### config.mk
export PLATFORM = sky130hd
export DESIGN_NAME = byte_mult_sequencer_flat
export DESIGN_NICKNAME = d
export VERILOG_FILES = /design/src/rtl/byte_mult_sequencer_if.sv /design/src/rtl/byte_mult_sequencer.sv /design/src/flat_wrapper.sv
export SDC_FILE = /design/constraint.sdc
export NUM_CORES = 1
export LEC_CHECK = 0
export ABC_AREA = 1
export BUFFER_PORTS_ARGS = -buffer_cell sky130_fd_sc_hd__buf_4
export CORE_ASPECT_RATIO = 2
export CORE_UTILIZATION = 55
export CTS_BUF_LIST = sky130_fd_sc_hd__clkbuf_8
export CTS_CLUSTER_SIZE = 40
export DETAILED_ROUTE_END_ITERATION = 6
export GPL_ROUTABILITY_DRIVEN = 0
export PLACE_DENSITY = 0.78
export SKIP_CTS_REPAIR_TIMING = 1
export SLEW_MARGIN = 30
export SYNTH_ARGS = -nofsm -noshare
export SYNTH_HDL_FRONTEND = slang
export SYNTH_SLANG_ARGS = --single-unit
export TNS_END_PERCENT = 5
### constraint.sdc
create_clock -name clk -period 10.05 [get_ports clk]
set_input_delay 1.005 -clock clk [delete_from_list [all_inputs] [get_ports clk]]
set_output_delay 1.005 -clock clk [all_outputs]
set_load 0.05 [all_outputs]
### src/rtl/byte_mult_sequencer_if.sv
// Operand handshake and accumulator-facing bus of byte_mult_sequencer.
// slave = the sequencer itself; master = the operand source / observer side.
interface byte_mult_sequencer_if;
   logic        in_valid;
   logic        in_ready;
   logic [31:0] op_a;
   logic [31:0] op_b;
   logic        start;
   logic [15:0] mult_out;
   logic [3:0]  pp_idx;
   logic        busy;
   logic        product_valid;

   modport slave (
      input  in_valid, op_a, op_b,
      output in_ready, start, mult_out, pp_idx, busy, product_valid
   );

   modport master (
      output in_valid, op_a, op_b,
      input  in_ready, start, mult_out, pp_idx, busy, product_valid
   );
endinterface

### src/rtl/byte_mult_sequencer.sv
// Feeds a 16-pass byte-serial 32x32 accumulator: latches operands, drives start, issues A[i]*B[j].
// Optional REGISTERED_MULT_EN registers the 8x8 product; external timing is identical either way.
module byte_mult_sequencer (
   input  logic                  clk,
   input  logic                  reset,
   byte_mult_sequencer_if.slave  bus
);
   localparam int PP_COUNT = 16;

   typedef enum logic [2:0] {IDLE, START, RUN, DONE, DRAIN} state_t;

   state_t      state, state_nxt;
   logic [31:0] a_q, b_q;
   logic [3:0]  idx_q, idx_nxt;
   logic        start_q, start_nxt;
   logic        busy_q, busy_nxt;
   logic        rdy_q, rdy_nxt;
   logic        pv_q, pv_nxt;
   logic [15:0] mult;
   logic        take;

   // pp index k: A byte = k[1:0], B byte = k[3:2]
   function automatic logic [15:0] byte_prod(input logic [31:0] a, input logic [31:0] b,
                                             input logic [3:0] k);
      logic [7:0] ab, bb;
      ab = a[{k[1:0], 3'b000} +: 8];
      bb = b[{k[3:2], 3'b000} +: 8];
      return {8'h00, ab} * {8'h00, bb};
   endfunction

   assign take = bus.in_valid & rdy_q;

   always_ff @(posedge clk or negedge reset) begin
      if (!reset) state <= IDLE;
      else        state <= state_nxt;
   end

   always_comb begin
      state_nxt = state;
      case (state)
         IDLE:    if (take) state_nxt = START;
         START:   state_nxt = RUN;
         RUN:     if (idx_q == 4'(PP_COUNT - 1)) state_nxt = DONE;
         DONE:    state_nxt = DRAIN;
         DRAIN:   state_nxt = IDLE;
         default: state_nxt = IDLE;
      endcase
   end

   // Control outputs are computed from the next state and registered, so start is glitch-free.
   always_comb begin
      start_nxt = (state_nxt == START) || (state_nxt == RUN) || (state_nxt == DONE);
      busy_nxt  = (state_nxt != IDLE);
      rdy_nxt   = (state_nxt == IDLE);
      pv_nxt    = (state_nxt == DONE);
      idx_nxt   = 4'd0;
      if (state_nxt == RUN && state == RUN) idx_nxt = idx_q + 4'd1;
   end

   always_ff @(posedge clk or negedge reset) begin
      if (!reset) begin
         start_q <= 1'b0;
         busy_q  <= 1'b0;
         rdy_q   <= 1'b0;
         pv_q    <= 1'b0;
         idx_q   <= 4'd0;
      end else begin
         start_q <= start_nxt;
         busy_q  <= busy_nxt;
         rdy_q   <= rdy_nxt;
         pv_q    <= pv_nxt;
         idx_q   <= idx_nxt;
      end
   end

   always_ff @(posedge clk or negedge reset) begin
      if (!reset) begin
         a_q <= 32'd0;
         b_q <= 32'd0;
      end else if (take) begin
         a_q <= bus.op_a;
         b_q <= bus.op_b;
      end
   end

`ifdef REGISTERED_MULT_EN
   // Issue index leads pp_idx by one: pair 0 is selected in START, pair k+1 while pp_idx=k.
   logic [3:0]  iss;
   logic [15:0] mult_q;

   assign iss = (state == RUN) ? idx_q + 4'd1 : 4'd0;

   always_ff @(posedge clk or negedge reset) begin
      if (!reset)                mult_q <= 16'd0;
      else if (state_nxt == RUN) mult_q <= byte_prod(a_q, b_q, iss);
      else                       mult_q <= 16'd0;
   end

   assign mult = mult_q;
`else
   assign mult = (state == RUN) ? byte_prod(a_q, b_q, idx_q) : 16'd0;
`endif

   assign bus.in_ready      = rdy_q;
   assign bus.start         = start_q;
   assign bus.busy          = busy_q;
   assign bus.product_valid = pv_q;
   assign bus.pp_idx        = idx_q;
   assign bus.mult_out      = mult;
endmodule

### src/flat_wrapper.sv
// flat-port wrapper written by rule: the top's interface ports become plain ports
module byte_mult_sequencer_flat 
  (clk, reset, bus_in_valid, bus_op_a, bus_op_b, bus_in_ready, bus_start, bus_mult_out, bus_pp_idx, bus_busy, bus_product_valid);
  byte_mult_sequencer_if bus_i ();
  input  logic clk;
  input  logic reset;
  input wire logic [$bits(bus_i.in_valid)-1:0] bus_in_valid;
  input wire logic [$bits(bus_i.op_a)-1:0] bus_op_a;
  input wire logic [$bits(bus_i.op_b)-1:0] bus_op_b;
  output wire logic [$bits(bus_i.in_ready)-1:0] bus_in_ready;
  output wire logic [$bits(bus_i.start)-1:0] bus_start;
  output wire logic [$bits(bus_i.mult_out)-1:0] bus_mult_out;
  output wire logic [$bits(bus_i.pp_idx)-1:0] bus_pp_idx;
  output wire logic [$bits(bus_i.busy)-1:0] bus_busy;
  output wire logic [$bits(bus_i.product_valid)-1:0] bus_product_valid;
  assign bus_i.in_valid = bus_in_valid;
  assign bus_i.op_a = bus_op_a;
  assign bus_i.op_b = bus_op_b;
  assign bus_in_ready = bus_i.in_ready;
  assign bus_start = bus_i.start;
  assign bus_mult_out = bus_i.mult_out;
  assign bus_pp_idx = bus_i.pp_idx;
  assign bus_busy = bus_i.busy;
  assign bus_product_valid = bus_i.product_valid;
  byte_mult_sequencer u_core (.clk(clk), .reset(reset), .bus(bus_i));
endmodule
# After elaboration in Yosys (flattened, before gate mapping)
# Index checks and enable logic that the tools add are counted.
# classes
n_mux	5
add_sub_neg	1
shifts	2
reduce_logical	6
multipliers	1
eq_ne	7
bitwise_logic	1
# op_table
operator	count
$shiftx 32x6->8	2
$mul 8x8->16	1
$mux 16	1
$eq 3x2->1 const B	4
$pmux 3 s4	1
$eq 3x1->1 const B	2
$logic_not 3->1	2
$mux 3	2
$add 4x1->4 const B	1
$eq 4x4->1 const B	1
$mux 4	1
$reduce_bool 3->1	1
$logic_or 1x1->1	2
$and 1x1->1	1
$logic_and 1x1->1	1
# word_totals
regBits	75
inputBits	67
output_inout_bits	24
wordCells	31

# Logic depth before layout (Yosys ltp)
# Gate-level depths: netlist of the first run.
# depth
depth_word	6
depth_mapped	25
depth_no_buf	23

# Worst setup path before layout of the first run
# OpenSTA, ideal clock, no wires.
# synth_timing
kind	reg2out
startpoint	register u_core.idx_q[2] (netlist: u_core.bus.pp_idx[2])
endpoint	output bus_mult_out[10]
slack_ns	3.904
stages_incl_launch_ff	20
arrival_time_ns	5.141
required_ns	9.045
n_path_buf	2
cell_sequence	dfrtp_1 -> buf_6 -> buf_12 -> nand2_2 -> a32oi_4 -> nand3_1 -> fa_1 -> fa_1 -> inv_1 -> fa_1 -> inv_1 -> fa_1 -> inv_1 -> ha_1 -> nand2_1 -> nor2_1 -> nand2_1 -> nand2_1 -> o21ai_0 -> a21oi_1
# synth_via
elab_chain_len	3
# synth_lines
element	line_no	rtl
from (decl)	byte_mult_sequencer.sv:14	logic [3:0] idx_q, idx_nxt;
from (signal assigned)	byte_mult_sequencer.sv:72	idx_q <= idx_nxt;
$shiftx 32x6->8	byte_mult_sequencer.sv:27	bb = b[{k[3:2], 3'b000} +: 8];
$mul 8x8->16	byte_mult_sequencer.sv:28	return {8'h00, ab} * {8'h00, bb};
$mux 16	byte_mult_sequencer.sv:101	assign mult = (state == RUN) ? byte_prod(a_q, b_q, idx_q) : 16'd0;
to (decl)	flat_wrapper.sv:12	output wire logic [$bits(bus_i.mult_out)-1:0] bus_mult_out;
# Every way passes these cells.

# Final worst setup path of the first run
# layout_timing
startpoint	register u_core.idx_q[2] (netlist: u_core.bus.pp_idx[2])
endpoint	output bus_mult_out[9]
# The elaborated chain is that of the path after synthesis.

==> results of run 1 <==
path summary, 6_finish.rpt:
check / to / cells after the start / from
max in group asynchronous: u_core.a_q[5] / 1 / reset
worst min-delay path: u_core.state[2] / 1 / u_core.state[2]
worst min register to register: u_core.state[2] / 1 / u_core.state[2]
worst max-delay path: bus_mult_out[9] / 18 / u_core.bus.pp_idx[2]
min in group asynchronous: u_core.b_q[14] / 1 / reset
worst max register to register: u_core.bus.pp_idx[0] / 6 / u_core.bus.pp_idx[0]
cell usage after synthesis, drive strengths merged:
cell type    n
dfrtp       75
mux2        64
xor2         2
fa          36
a21oi       22
nor3         2
a32o         6
inv         97
nand2      124
nand4        2
a32oi        8
o21ai        1
ha          37
buf         15
nand3       22
nand2b       6
clkinv       1
xnor2        3
nor2        85
nor4         1
per-layer routing:
metal	vias up	routed length, um
li1	2106	-
met5	-	0
met3	61	429
met4	0	760
met2	123	7058
met1	2076	4220
registers in the layout, summed over array words and instances, names as in the netlist:
name and cells:
u_core.a_q 32, u_core.b_q 32, u_core.bus.pp_idx 4, u_core.state 3
u_core.bus.busy 1, u_core.bus.in_ready 1, u_core.bus.product_valid 1, u_core.bus.start 1
layout make-up:
type / count / area, sq um / share of cell area (%)
clock buffers: 9 / 123.9 / 1.887
clock inverters: 7 / 93.84 / 1.429
inverters: 98 / 370.4 / 5.641
multi-input cells: 421 / 3248 / 49.48
flip-flops and latches: 75 / 1877 / 28.59
well taps: 132 / 165.2 / 2.516
repair buffers: 91 / 686.9 / 10.46
cell families after synthesis:
logic type | share of synthesized area (%)
compound gates | 5.632
xor+xnor | 0.7793
fa+ha+maj | 21.06
buf+inv | 8.860
flops | 33.39
mux | 12.82
simple gates | 17.45
metrics by stage:
stage	hold slack (ns)	util (%)
finish	0.4964	66.81
global route	0.5034	66.81
CTS	0.4918	66.77
detailed placement	0.4801	64.55
global placement	0.4608	64.55
floorplan	0.4455	-
==> reports/results.tsv, run 1 <==
metric	value	unit
Synth Cell Area	5620	sq um
initial antenna violation count	0	
met3 Usage GRT	4.167	%
root buffer cell	clkbuf_8	
# rows	51	
Hold Path Class	reg -> reg	
Final Max Tran Viols	0	
Via Count	4366	
crit path time final	6.617	ns
Final WS setup	3.433	ns
Pre-Repair DR Iteration Count	4	
outcome	complete, no violations	
flops & latches, synth	75	
slowest CP cell	dfrtp_1	
Layout Nets	836	
pin count of the biggest net entering global routing	76	
worst setup path class	reg -> out	
Initial Utilization	57.19	%
met2 usage	46.93	%
commonest non-fill, non-tap cell in the layout	nand2_1	
critical path startpoint category	flop	
DRC Markers	0	
Syn Nets	749	
Synth Warn #	0	
I/O Pins	91	
clk_skew	0.01167	ns
Cell variety after synth	29	
TritonCTS clock tree	built	
wire length per cell	14.97	um
die area	10650	sq um
CTS buffer count	9	
fmax	151.1	MHz
DRT antenna net count	0	
commonest non-fill, non-tap cells in the layout	120 x nand2_1, 90 x buf_4, 87 x inv_1	
first-pass GRT wire length	21.10	mm
grt total ovfl	0	
Clock Path Buffers	2	
port bufs	90	
Max-Cap Viols	0	
GRT Total Usage	26.00	%
top-area cell type share of the netlist area	33.39	%
HPWL Detailed	10.29	mm
Top Usage Layer GRT	met2	
CP Data Required Time	9.05	ns
syn_area_per_cell	9.229	sq um
chip width	73.48	um
Setup Viol. Count Final	0	
die height	145.0	um
delay of the slowest critical-path stage	0.82	ns
synth top area cells	dfrtp_1 33%, fa_1 13%, mux2_2 13%, ha_1 8.2%, nand2_1 8.1%	
DP Area	6344	sq um
share of post-route cells with drive strength above 1	27.96	%
core outline area	9827	sq um
area leader, netlist	dfrtp_1	
final hold viol count	0	
Cells after DPL	817	
register area share after synthesis	33.39	%
Max FO, Critical Path	21	
fillers	856	
DP Worst Slack	3.836	ns
clk_lat worst skew	0.35	ns
diodes inserted	0	
crit path buf inv count	4	
CP Data Arrival Time	5.61	ns
Slew headroom	47.02	%
WL final	12.47	mm
initial DRC count	134	
final cell count without fillers	833	
post-DR vias/cell	5.241	
clk slew on worst S/H paths	0.08	ns
setup_tns	0	ns
cell family with most CP delay	adder cells	
CP Capture Type	output port	
Critical Path, Cell by Cell	inv_2, nand2_1, a32o_1, nor2_1, fa_1, inv_1, fa_1, fa_1, fa_1, inv_1, ha_1, nand2_1, nand3_1, a21oi_1, nand2_1, nand2_1, nor2_1, buf_4	
cell area after layout	6565	sq um
Gate Count Post-Synth	609	
synthesis-to-layout area growth	16.81	%
RSZ-0062 raised after global routing	false	
htree depth	3	
measured slew at the worst slew-check pin	0.7948	ns
R2R Setup Slk	8.19	ns
clock sink count	75	
met1 GRT Util	25.39	%
vias in the first global route	4797	
period utilisation layout	65.84	%
Power of run 1 is left out: the tool's default activity adds up to more than one toggle a clock period on the data nets, which glitch-free logic cannot reach.
==> inputs of run 2 (changes only) <==
Clock period 10.05 ns to 6.5 ns, I/O delays scaled along.
==> run 2 against run 1 <==
Net effect:
- global-route usage up 1.0 points
- clock skew shrank 0.0037 ns
- via count grew 2.2%
- count of clock-buffer cells in the layout is the same
- highest routed layer unchanged
- die area stayed put
- first-iteration DRC count up 36%
==> reports/results.tsv, run 2 (synthesis gave the netlist of run 1 again) <==
metric	value	unit
commonest non-fill, non-tap cell in the layout	nand2_1	
cell family with most CP delay	adder cells	
measured slew at the worst slew-check pin	0.8134	ns
outcome	complete, no violations	
critical path startpoint category	flop	
delay of the slowest critical-path stage	0.57	ns
final hold viol count	0	
initial antenna violation count	0	
wire length per cell	16.05	um
CP Capture Point	bus_mult_out[12]	
grt total ovfl	0	
GRT Total Usage	27.02	%
Setup Viol. Count Final	0	
clk slew on worst S/H paths	0.07	ns
DRT antenna net count	0	
core outline area	9827	sq um
first-pass GRT wire length	21.80	mm
slowest CP cell	dfrtp_2	
root buffer cell	clkbuf_8	
RSZ-0062 raised after global routing	false	
pin count of the biggest net entering global routing	76	
share of post-route cells with drive strength above 1	28.21	%
initial DRC count	182	
I/O Pins	91	
WL final	13.39	mm
Layout Nets	837	
clk_lat worst skew	0.35	ns
synthesis-to-layout area growth	16.96	%
CP Capture Type	output port	
CP Data Arrival Time	5.41	ns
period utilisation layout	93.18	%
Worst setup startpoint	u_core.bus.pp_idx[0]	
Final Max Tran Viols	0	
Crit. path cell count	20	
Via Count	4464	
CP Data Required Time	5.85	ns
fmax	165.1	MHz
Crit Reg-Reg Startpoint	u_core.bus.in_ready	
die area	10650	sq um
worst setup path class	reg -> out	
crit path time final	6.057	ns
Critical Path, Cell by Cell	inv_4, nand2_1, a32oi_2, inv_1, nor2_1, fa_1, fa_1, fa_1, inv_1, fa_1, inv_1, ha_1, nand2_1, nand2_1, a21oi_1, nand3_1, nand2_1, nand2_1, nor2_1, buf_4	
CTS buffer count	9	
htree depth	3	
Worst path most repeated cell	nand2_1	
TritonCTS clock tree	built	
HPWL Detailed	10.78	mm
commonest non-fill, non-tap cells in the layout	120 x nand2_1, 91 x buf_4, 87 x inv_1	
Initial Utilization	57.19	%
clock sink count	75	
DRC Markers	0	
Max-Cap Viols	0	
chip width	73.48	um
# rows	51	
Pre-Repair DR Iteration Count	4	
Max FO, Critical Path	21	
Hold Path Class	in -> async	
r2r endpoint	u_core.bus.pp_idx[2]	
port bufs	90	
diodes inserted	0	
clk_skew	0.007941	ns
die height	145.0	um
crit path buf inv count	5	
post-DR vias/cell	5.353	
Slew headroom	45.77	%
Clock Path Buffers	2	
worst r2r path cells	6	
R2R Setup Slk	4.67	ns
setup_tns	0	ns
vias in the first global route	4867	
[run 2: cell count changes in the layout (fill, tap and decap cells not counted), sizes merged]
| cell | before | now |
|---|---|---|
| buf | 91 | 92 |
| clkinvlp | 4 | 1 |
| clkinv | 1 | 4 |
[run 2: area by class of cell]
type                            count  area [sq um]
Clock buffer                        9         123.9
Clock inverter                      7         93.84
Fill cell                         834          3253
Inverter                           98         370.4
Multi-Input combinational cell    421          3248
Sequential cell                    75          1878
Tap cell                          132         165.2
Timing Repair Buffer               92         694.4
[run 2: worst min path at each step]
| stage | to | start | slack [ns] | cells after the start |
|---|---|---|---|---|
| 6_report | u_core.a_q[15] | reset | 0.30 | 1 |
| 5_1_grt | u_core.b_q[21] | reset | 0.36 | 1 |
| 4_1_cts | u_core.b_q[29] | reset | 0.46 | 1 |
| 3_5_place_dp | u_core.state[2] | u_core.state[2] | 0.48 | 1 |
| 3_3_place_gp | u_core.state[2] | u_core.state[2] | 0.46 | 1 |
| 2_1_floorplan | u_core.a_q[0] | reset | 0.35 | 0 |
[run 2: metrics by stage]
stage | instances | cell area [sq um] | utilization (%) | setup WS, ns | hold slack (ns)
after floorplan | 609 | 5620 | - | 0.7087 | 0.3544
after global placement | 818 | 6351 | 64.63 | 0.7298 | 0.4619
after detailed placement | 818 | 6351 | 64.63 | 0.6635 | 0.4766
after CTS | 834 | 6569 | 66.84 | 0.2885 | 0.4593
after global routing | 834 | 6574 | 66.90 | 0.1414 | 0.3559
final | 834 | 6574 | 66.90 | 0.4431 | 0.2952
[run 2: per-layer routing]
layer  up-vias  routed length, um  GRT usage (%)
met1      2193               4408          25.80
met5         -                  0              0
met4         0                571          13.85
li1       2105                  -              -
met2       123               7958          52.02
met3        43                449          4.028
Power of run 2 is left out for the same reason.
==> inputs of run 3 (changes only) <==
Settings changed: ABC_AREA 1 to unset.
==> run 3 against run 2 <==
Net effect:
- the flow now finishes with violations (design-rule violations)
- synthesized cell count decreased by 27%
- hold slack got worse by 0.0012 ns
- clock skew rose by 0.0066 ns
- core utilization up 0.064 points
- worst setup slack worse by 0.12 ns
- critical endpoint is now bus_mult_out[15]
==> reports/results.tsv, run 3 <==
metric	value	unit
outcome	finished, violations left	
failing checks	design-rule violations	
die height	140.8	um
CP Data Required Time	5.85	ns
htree depth	3	
I/O Pins	91	
CP Data Arrival Time	5.53	ns
synthesis-to-layout area growth	18.67	%
initial antenna violation count	0	
Setup Viol. Count Final	0	
DRT antenna net count	0	
Via Count	3631	
clock sink count	75	
slowest CP cell	mux4_2	
Clock Path Buffers	2	
HPWL Detailed	8.983	mm
diodes inserted	0	
first-pass GRT wire length	18.51	mm
crit path time final	6.179	ns
Crit. path cell count	16	
cell with the most instances after synthesis	dfrtp_1	
Gate Count Post-Synth	445	
WL final	11.03	mm
wl on met1	3.710	mm
grt total ovfl	0	
wire length per cell	17.13	um
highest metal used	met4	
CTS buffer count	9	
critical path startpoint category	flop	
clk slew on worst S/H paths	0.07	ns
hold slack	0.2940	ns
setup_tns	0	ns
Critical Path, Cell by Cell	buf_4, mux4_2, and2_1, fa_1, fa_1, fa_1, inv_1, fa_1, inv_1, ha_1, and3_1, a221oi_2, or4_4, a21oi_1, nor3b_2, buf_4	
vias in the first global route	4037	
routed wl met2	6.579	mm
worst r2r path cells	3	
fmax	161.8	MHz
clk_lat worst skew	0.35	ns
Max FO, Critical Path	8	
delay of the slowest critical-path stage	0.59	ns
ys flop type	dfrtp_1	
RSZ-0062 raised after global routing	false	
initial DRC count	98	
period utilisation layout	95.07	%
measured slew at the worst slew-check pin	0.8018	ns
commonest non-fill, non-tap cells in the layout	92 x buf_4, 73 x dfrtp_1, 65 x mux2_2	
pin count of the biggest net entering global routing	76	
Final Max Tran Viols	0	
clk_skew	0.01452	ns
core outline area	9384	sq um
fillers	732	
synth top area cells	dfrtp_1 35%, mux2_2 14%, fa_1 14%, ha_1 8.7%, mux4_2 6.8%	
FFs w/ async S/R, synth	100.0	%
Cell variety after synth	35	
Cells after DPL	629	
syn_area_per_cell	11.90	sq um
flops & latches, synth	75	
top-area cell type share of the netlist area	35.44	%
root buffer cell	clkbuf_8	
die area	10050	sq um
Worst path most repeated cell	fa_1	
commonest non-fill, non-tap cell in the layout	buf_4	
final cell count without fillers	644	
Synth Warn #	0	
Slew headroom	46.54	%
Initial Utilization	56.43	%
TritonCTS clock tree	built	
register area share after synthesis	35.44	%
met3 wire len	350	um
worst setup path class	reg -> out	
port bufs	90	
chip width	71.38	um
crit path buf inv count	4	
Hold Path Class	in -> async	
share of post-route cells with drive strength above 1	36.48	%
# rows	50	
DRC Markers	2	
Layout Nets	676	
GRT Total Usage	24.13	%
area leader, netlist	dfrtp_1	
CP Capture Type	output port	
EDFF count, synth	0	
cell area after layout	6284	sq um
Synth Cell Area	5295	sq um
Synth top cells by count	75 x dfrtp_1, 65 x mux2_2, 52 x inv_1, 49 x and2_1, 37 x ha_1	
cell family with most CP delay	adder cells	
DP Area	6062	sq um
Max-Cap Viols	0	
post-DR vias/cell	5.638	
final hold viol count	0	
Syn Nets	585	
Pre-Repair DR Iteration Count	6	
==> run 3: layout make-up <==
cell class                 count  area (sq um)  share of cell area, %
clock buffer                  10         137.6                  2.190
clock inverter                 5         77.57                  1.235
inverter                      52         195.2                  3.106
multi-input combinational    305          3162                  50.32
sequential                    75          1879                  29.91
tap                          104         130.1                  2.071
timing repair buffer          93         701.9                  11.17
==> run 3: metal layers <==
| metal | up-vias | global-route usage [%] |
|---|---|---|
| met2 | 97 | 46.77 |
| met5 | - | 0 |
| li1 | 1679 | - |
| met4 | 0 | 10.53 |
| met3 | 32 | 4.217 |
| met1 | 1823 | 24.20 |
==> run 3: cell families (layout without fill, tap and decap cells) <==
family | count (synthesis) | count (layout) | share of synthesized area, %
AO/OA/AOI/OAI | 30 | 30 | 3.686
XOR/XNOR | 12 | 12 | 1.985
adder cells (fa/ha/maj) | 73 | 73 | 22.35
buffers and inverters | 65 | 160 | 4.891
flip-flops | 75 | 75 | 35.44
multiplexers | 81 | 81 | 20.63
AND/OR/NAND/NOR | 109 | 109 | 11.01
==> run 3: worst paths after layout <==
check	startpoint	slack, ns	endpoint
max in group asynchronous	reset	5.69	u_core.bus.pp_idx[0]
max	u_core.bus.pp_idx[0]	0.32	bus_mult_out[15]
max reg2reg	u_core.bus.in_ready	4.82	u_core.b_q[24]
min reg2reg	u_core.a_q[3]	0.50	u_core.a_q[3]
min	reset	0.29	u_core.b_q[3]
min in group clk	u_core.a_q[3]	0.50	u_core.a_q[3]
==> run 3: worst register-to-register path, stage by stage, from the launching register on <==
cell     delay [ns]
dfrtp_1        0.41
nand2_2        0.07
buf_4          0.61
mux2_2         0.47
==> run 3: through the flow <==
stage / utilization, % / setup slack [ns]
global placement: 64.60 / 0.5693
detailed placement: 64.60 / 0.5328
global route: 66.96 / 0.04089
finish: 66.96 / 0.3207
floorplan: - / 0.06945
CTS: 66.89 / 0.1334
Power of run 3 is left out for the same reason.
